<file path="config.mk">
export PLATFORM = sky130hd
export DESIGN_NAME = mem_arbiter
export DESIGN_NICKNAME = d
export VERILOG_FILES = /design/src/rtl/mem_arbiter.sv
export SDC_FILE = /design/constraint.sdc
export NUM_CORES = 1
export LEC_CHECK = 0
export ABC_AREA = 1
export CAP_MARGIN = 20
export CELL_PAD_IN_SITES_DETAIL_PLACEMENT = 1
export CELL_PAD_IN_SITES_GLOBAL_PLACEMENT = 1
export CORE_UTILIZATION = 11
export DETAILED_ROUTE_END_ITERATION = 16
export PLACE_DENSITY = 0.83
export SLEW_MARGIN = 10
export SYNTH_ARGS = -nofsm -noshare
export SYNTH_HDL_FRONTEND = slang
export SYNTH_SLANG_ARGS = --single-unit
</file>
<file path="constraint.sdc">
create_clock -name clk -period 1.54 [get_ports clk]
set_clock_uncertainty 0.05 [all_clocks]
set_input_delay 0.231 -clock clk [delete_from_list [all_inputs] [get_ports clk]]
set_output_delay 0.231 -clock clk [all_outputs]
set_load 0.005 [all_outputs]
</file>
<file path="src/rtl/mem_arbiter.sv">
// mem_arbiter: shares one memory port between an instruction fetch port
// and a data port. At most one memory transaction is outstanding. Data
// requests normally win; a waiting fetch wins once STARVE_LIMIT data grants
// have gone by while it waited. Protocol violations raise a sticky err flag.
module mem_arbiter #(
    parameter int unsigned STARVE_LIMIT = 4
) (
    input  logic        clk,
    input  logic        rst,

    input  logic        imem_req,
    input  logic [31:0] imem_addr,
    output logic        imem_gnt,
    output logic        imem_rvalid,
    output logic [31:0] imem_rdata,

    input  logic        dmem_req,
    input  logic        dmem_wen,
    input  logic [31:0] dmem_addr,
    input  logic [31:0] dmem_wdata,
    input  logic [3:0]  dmem_mask,
    output logic        dmem_gnt,
    output logic        dmem_rvalid,
    output logic [31:0] dmem_rdata,

    output logic        mem_req,
    output logic        mem_wen,
    output logic [31:0] mem_addr,
    output logic [31:0] mem_wdata,
    output logic [3:0]  mem_mask,
    input  logic        mem_ready,
    input  logic        mem_rvalid,
    input  logic [31:0] mem_rdata,

    output logic        err
);

    typedef enum logic {
        IDLE,
        WAIT
    } state_t;

    typedef enum logic [1:0] {
        OWN_NONE,
        OWN_IMEM,
        OWN_DMEM
    } owner_t;

    state_t     state;
    owner_t     owner;
    logic [2:0] starve_cnt;
    logic       err_q;

    logic       arb_active;
    logic       pick_imem;
    logic       accept;
    logic       resp;

    // Grant, memory request and response routing are combinational because
    // the handshake demands same-cycle gnt/rvalid; only control state is held
    // in flops. Every output is forced low while rst is high.
    always_comb begin
        arb_active = (state == IDLE) && !rst;
        pick_imem  = imem_req && (!dmem_req || ({29'd0, starve_cnt} >= STARVE_LIMIT));
        mem_req    = arb_active && (imem_req || dmem_req);
        accept     = mem_req && mem_ready;

        mem_wen   = 1'b0;
        mem_addr  = '0;
        mem_wdata = '0;
        mem_mask  = '0;
        if (mem_req) begin
            if (pick_imem) begin
                mem_addr = imem_addr & 32'hFFFF_FFFC;
                mem_mask = 4'b1111;
            end else begin
                mem_wen   = dmem_wen;
                mem_addr  = dmem_addr & 32'hFFFF_FFFC;
                mem_wdata = dmem_wdata;
                mem_mask  = dmem_mask;
            end
        end

        imem_gnt = accept && pick_imem;
        dmem_gnt = accept && !pick_imem;

        resp        = (state == WAIT) && !rst && mem_rvalid;
        imem_rvalid = resp && (owner == OWN_IMEM);
        dmem_rvalid = resp && (owner == OWN_DMEM);
        imem_rdata  = imem_rvalid ? mem_rdata : '0;
        dmem_rdata  = dmem_rvalid ? mem_rdata : '0;

        err = err_q && !rst;
    end

    // Transaction FSM, owner latch, starvation counter and sticky error flag.
    always_ff @(posedge clk) begin
        if (rst) begin
            state      <= IDLE;
            owner      <= OWN_NONE;
            starve_cnt <= '0;
            err_q      <= 1'b0;
        end else begin
            case (state)
                IDLE: begin
                    if (mem_rvalid) begin
                        err_q <= 1'b1;
                    end
                    if (accept) begin
                        state <= WAIT;
                        if (pick_imem) begin
                            owner      <= OWN_IMEM;
                            starve_cnt <= '0;
                        end else begin
                            owner <= OWN_DMEM;
                            if (imem_req && (starve_cnt != 3'd7)) begin
                                starve_cnt <= starve_cnt + 3'd1;
                            end
                        end
                    end
                end
                WAIT: begin
                    if (mem_rvalid) begin
                        state <= IDLE;
                        owner <= OWN_NONE;
                    end
                end
                default: begin
                    state <= IDLE;
                    owner <= OWN_NONE;
                end
            endcase
        end
    end

endmodule

</file>
# [Yosys cells after proc, flatten, opt, wreduce, memory -nomap -nowiden]
# Index checks and enable logic that the tools add are counted.
[word_totals] ff_bits=7 elab_cells=52 input_bits=139
[op_classes] eq_ne=5 n_addsub=1 bitwise=1 muxes=19 magnitude_cmp=1 n_reduce_logical=21
[op_table] cell="$mux W32" n=6
[op_table] cell="$logic_and A1 B1 Y1" n=12
[op_table] cell="$mux W4" n=2
[op_table] cell="$mux W2" n=3
[op_table] cell="$mux W3" n=2
[op_table] cell="$mux W1" n=4
[op_table] cell="$ne A2 B2 Y1 const B" n=2
[op_table] cell="$pmux W2 S2" n=1
[op_table] cell="$reduce_and A2 Y1" n=2
[op_table] cell="$add A3 B1 Y3 const B" n=1
[op_table] cell="$ge A3 B3 Y1 const B" n=1
[op_table] cell="$logic_not A1 Y1" n=3
[op_table] cell="$ne A3 B3 Y1 const B" n=1
[op_table] cell="$reduce_and A3 Y1" n=1
[op_table] cell="$eq A2 B1 Y1 const B" n=1
[op_table] cell="$eq A2 B2 Y1 const B" n=1
[op_table] cell="$logic_or A1 B1 Y1" n=2
[op_table] cell="$pmux W1 S2" n=1
[op_table] cell="$reduce_bool A2 Y1" n=1
[op_table] cell="$not A1 Y1" n=1

# [Longest topological paths before layout]
[logic_depth] depth_word=6 ltp_mapped=8 mapped_depth_nobuf=7

# [Worst setup path before layout]
# Ideal clock, no wire load.
[synth_path] path_type="flip-flop to flip-flop" startpoint="register starve_cnt[0]" endpoint="register starve_cnt[2]" stages_incl_launch_ff=8 arrival_time_ns=1.147 required_time_ns=1.374 setup_slack_ns=0.227 n_path_buf=0 cell_sequence="dfxtp_1 ha_1 ha_1 or2_1 nand2_1 nand2_1 nand2_1 a21oi_1"
[synth_between] elab_chain_len=5
[synth_rtl] item="start: declaration" line_no="51" rtl="logic [2:0] starve_cnt;"
[synth_rtl] item="start signal: assignment" line_no="117" rtl="starve_cnt <= starve_cnt + 3'd1;"
[synth_rtl] item="$ge A3 B3 Y1" line_no="64" rtl="pick_imem = imem_req && (!dmem_req || ({29'd0, starve_cnt} >= STARVE_LIMIT));"
[synth_rtl] item="$logic_or A1 B1 Y1" line_no="64"
[synth_rtl] item="$logic_and A1 B1 Y1" line_no="64"
[synth_rtl] item="$reduce_bool A2 Y1 (no line)"
[synth_rtl] item="$reduce_and A3 Y1 (no line)"
# Parallel ways exist; a longest one is shown, timed or not. The select of a mux whose other input is x is not followed.
# A chain may end at the register's enable or synchronous reset.

# [Final worst setup path]
[layout_path] startpoint="register state" endpoint="output mem_wdata[14]"
[layout_between] elab_chain_len=4
[layout_rtl] item="start: declaration" line_no="49" rtl="state_t state;"
[layout_rtl] item="start signal: assignment" line_no="99" rtl="state <= IDLE;"
[layout_rtl] item="start signal: assignment" line_no="110" rtl="state <= WAIT;"
[layout_rtl] item="start signal: assignment" line_no="124" rtl="state <= IDLE;"
[layout_rtl] item="$not A1 Y1"
[layout_rtl] item="$logic_and A1 B1 Y1" line_no="63" rtl="arb_active = (state == IDLE) && !rst;"
[layout_rtl] item="$logic_and A1 B1 Y1" line_no="65" rtl="mem_req = arb_active && (imem_req || dmem_req);"
[layout_rtl] item="$mux W32" line_no="72" rtl="if (mem_req) begin"
[layout_rtl] item="end: declaration" line_no="29" rtl="output logic [31:0] mem_wdata,"
# No other way between the ends.

==> results_dict.tcl <==
set metrics [dict create \
    status "complete, but fails checks" \
    violations "DRC, setup timing" \
    syn_area_mm2 0.00170 \
    cp_num_buf_inv 5 \
    peakVddDrop_v 0.000212 \
    dieHeight_um 126 \
    cts_root_buf "clkbuf_16" \
    wl_per_cell_um 17.4 \
    dp_hpwl_um 9010 \
    grt_pass1_vias 3562 \
    crit_family "buffers and inverters" \
    hold_ws_ns 0.297 \
    fin_crit_ns 1.83 \
    netlist_instances 348 \
    fin_crit_sh 1.19 \
    fillerInstances 1800 \
    grt_usage 0.154 \
    dieArea_mm2 0.0159 \
    swShare 0.358 \
    p_clk_frac 0.215 \
    hp-start "rst" \
    io_pins 278 \
    hold_viol 0 \
    syn_area_per_cell_um2 4.87 \
    setup_viol 139 \
    crit_required_ns 1.26 \
    postCtsHoldBufs 0 \
    drive_above_1_share 0.595 \
    seqCellArea_um2 143 \
    cts_buffers 3 \
    clkSlewWorstSetupHoldPaths_ns 0.04 \
    startpoint_type "flip-flop" \
    critical_path.max_fanout 4 \
    total_power_w 0.00213 \
    setup_ws_ns -0.288 \
    post_dp_cell_area_mm2 0.00478 \
    firstDrtPassIters 10 \
    drtIter0Drc 59 \
    synth_area_leaders "nor2_1 35%, nand2_1 10%, inv_1 9.5%" \
    min_path_cells 3 \
    fin_nets 839 \
    clock_path_buffers 2 \
    critPathKind "reg2out" \
    hp-class "in2reg" \
    synth.distinct_cells 25 \
    cp_cell_sequence "buf_6, nor2_4, nand2_4, buf_6, buf_12, clkbuf_16, nor2_1, buf_2" \
    port_buffers 271 \
    utilization 0.414 \
    h-tree-depth 1 \
    leakage_nw 3.01 \
    power.density_mw_per_mm2 340 \
    seqPwrFrac 0.092 \
    r2r-start "starve_cnt[2]$_SDFFE_PP0P_" \
    finalWirelength_um 15400 \
    power.internal_w 0.00137 \
    cp_slowest_cell "dfxtp_2" \
    grt_overflow 0 \
    start_util 0.112 \
    ant_nets 0 \
    cpPeakStageDelay_ns 0.32 \
    grt_pass1_wl_um 19000 \
    yosys.area.top_type "nor2_1" \
    multi_input_area_mm2 0.00207 \
    crit_start "state$_SDFF_PP0_" \
    p_comb_frac 0.693 \
    worstPathArrival_ns 1.55 \
    grt_max_degree 20 \
    drc 4 \
    ys_ff_latch 7 \
    crit_cells 8 \
    die_w_um 126 \
    final_area_mm2 0.00627 \
    seq_area_frac_synth 0.0827 \
    clock_sinks 7 \
    coreArea_mm2 0.0151 \
    rsz0062_at_grt "true" \
    place_ws_ns -0.769 \
    antenna_found_initial 1 \
    gp_congestion 0.750 \
    tritoncts "built" \
    areaGrowthSynthToFinish_pct 270 \
    row_count 45 \
    switching_power_w 0.000763 \
    vias 3612 \
    yosysWarnings 0 \
    vias_per_cell 4.08 \
    r2r_cells 13 \
    synth_top_area_frac 0.350 \
    maxCapViolCount 0 \
    endpoint_kind "output pin" \
    insertion_delay_ns 0.23 \
    cp_common_cell "buf_6" \
    fmax_mhz 547 \
    drv_slew 0 \
]
-- Yosys cell counts --
cell type  number
inv_4           1
conb_1          1
nor2_2         12
nand3_1         3
a21oi_1         5
nor2_4          2
clkbuf_1        1
o21ai_0        23
clkbuf_2        2
nand2_2         4
or2_2           1
o22ai_1         1
buf_2           3
inv_1          43
ha_1            2
nor2_1        158
a21boi_0        2
or2_1           1
nand2_1        46
buf_6          11
buf_4           9
dfxtp_1         7
nand3_4         1
o21ai_1         8
inv_2           1
-- repair_timing --
| action | CTS | global route |
|---|---|---|
| cloned | 9 | 9 |
| setup endpoints to repair | 138 | 141 |
| pin swaps | 18 | 58 |
| buffers inserted | 28 | 30 |
| resized for setup | 484 | 421 |
-- cell type report --
class                   count  area share
diodes                      1    0.000399
clock buffers               4      0.0126
inverters                  45      0.0309
multi-input cells         271       0.330
flip-flops and latches      7      0.0227
well taps                 188      0.0375
repair buffers            370       0.566
-- sequential cells by signal (all words and copies together), names as in the netlist --
| name | cells |
|---|---|
| starve_cnt | 3 |
| state | 1 |
| owner | 2 |
| err_q | 1 |
-- placed cells by master, fill, tap and decap left out, types with 2 or more instances in the layout --
cell,n
o21ai_1,4
nor2_2,28
nand2_4,16
dlygate4sd2_1,3
clkbuf_2,8
nand3_1,2
buf_16,6
dfxtp_1,5
a21boi_0,2
nand2_2,10
nand2_1,23
clkdlybuf4s50_1,131
a21oi_1,3
dfxtp_2,2
inv_2,2
nor2_1,62
clkbuf_16,11
conb_1,2
buf_8,13
nor2_4,82
o21ai_2,26
buf_4,25
buf_12,21
ha_1,2
a21oi_2,2
buf_6,36
inv_1,39
buf_2,119
-- cell families (layout without fill, tap and decap cells) --
logic type | after synthesis | count (layout) | synth area share
compound gates | 39 | 39 | 0.119
fa+ha+maj | 2 | 2 | 0.0148
buf+inv | 71 | 419 | 0.231
flops | 7 | 7 | 0.0827
other cells | 1 | 3 | 0.00221
simple gates | 228 | 228 | 0.551
-- final timing paths --
check	endpoint	slack, ns
max	mem_wdata[14]	-0.29
min	err_q$_SDFFE_PP0P_	0.30
max reg2reg	starve_cnt[0]$_SDFFE_PP0P_	-0.08
min reg2reg	err_q$_SDFFE_PP0P_	0.41
-- per-stage QoR --
step                      TNS [ns]  std cells
after floorplan                  0        349
after global placement      -91.24        812
after detailed placement    -93.12        812
after CTS                   -30.08        853
after global routing        -30.48        885
final                       -22.49        886
-- layer usage --
| layer | global-route usage | vias to the layer above | wire (um) |
|---|---|---|---|
| met5 | 0 | - | 0 |
| met4 | 0.0312 | 0 | 450 |
| met3 | 0.0357 | 21 | 980 |
| met2 | 0.316 | 196 | 8790 |
| met1 | 0.154 | 1668 | 5200 |
| li1 | - | 1727 | - |
-- worst reg2reg max path: stages, from the launching register on --
cell,delay (ns)
dfxtp_2,0.32
inv_2,0.05
nand2_2,0.07
nand2_4,0.10
buf_12,0.13
inv_12,0.04
buf_12,0.12
buf_12,0.12
buf_8,0.12
nor2_4,0.10
buf_6,0.11
buf_6,0.08
nand2_2,0.04
a21oi_2,0.10
-- power groups by stage --
stage               sequential, W  clock, W  combinational [W]
floorplan                0.000199         0           0.000305
global placement         0.000198         0           0.000988
detailed placement       0.000199         0            0.00100
CTS                      0.000196  0.000461            0.00121
global route             0.000197  0.000477            0.00157
finish                   0.000196  0.000459            0.00148
(Power assumes the default switching activity.)
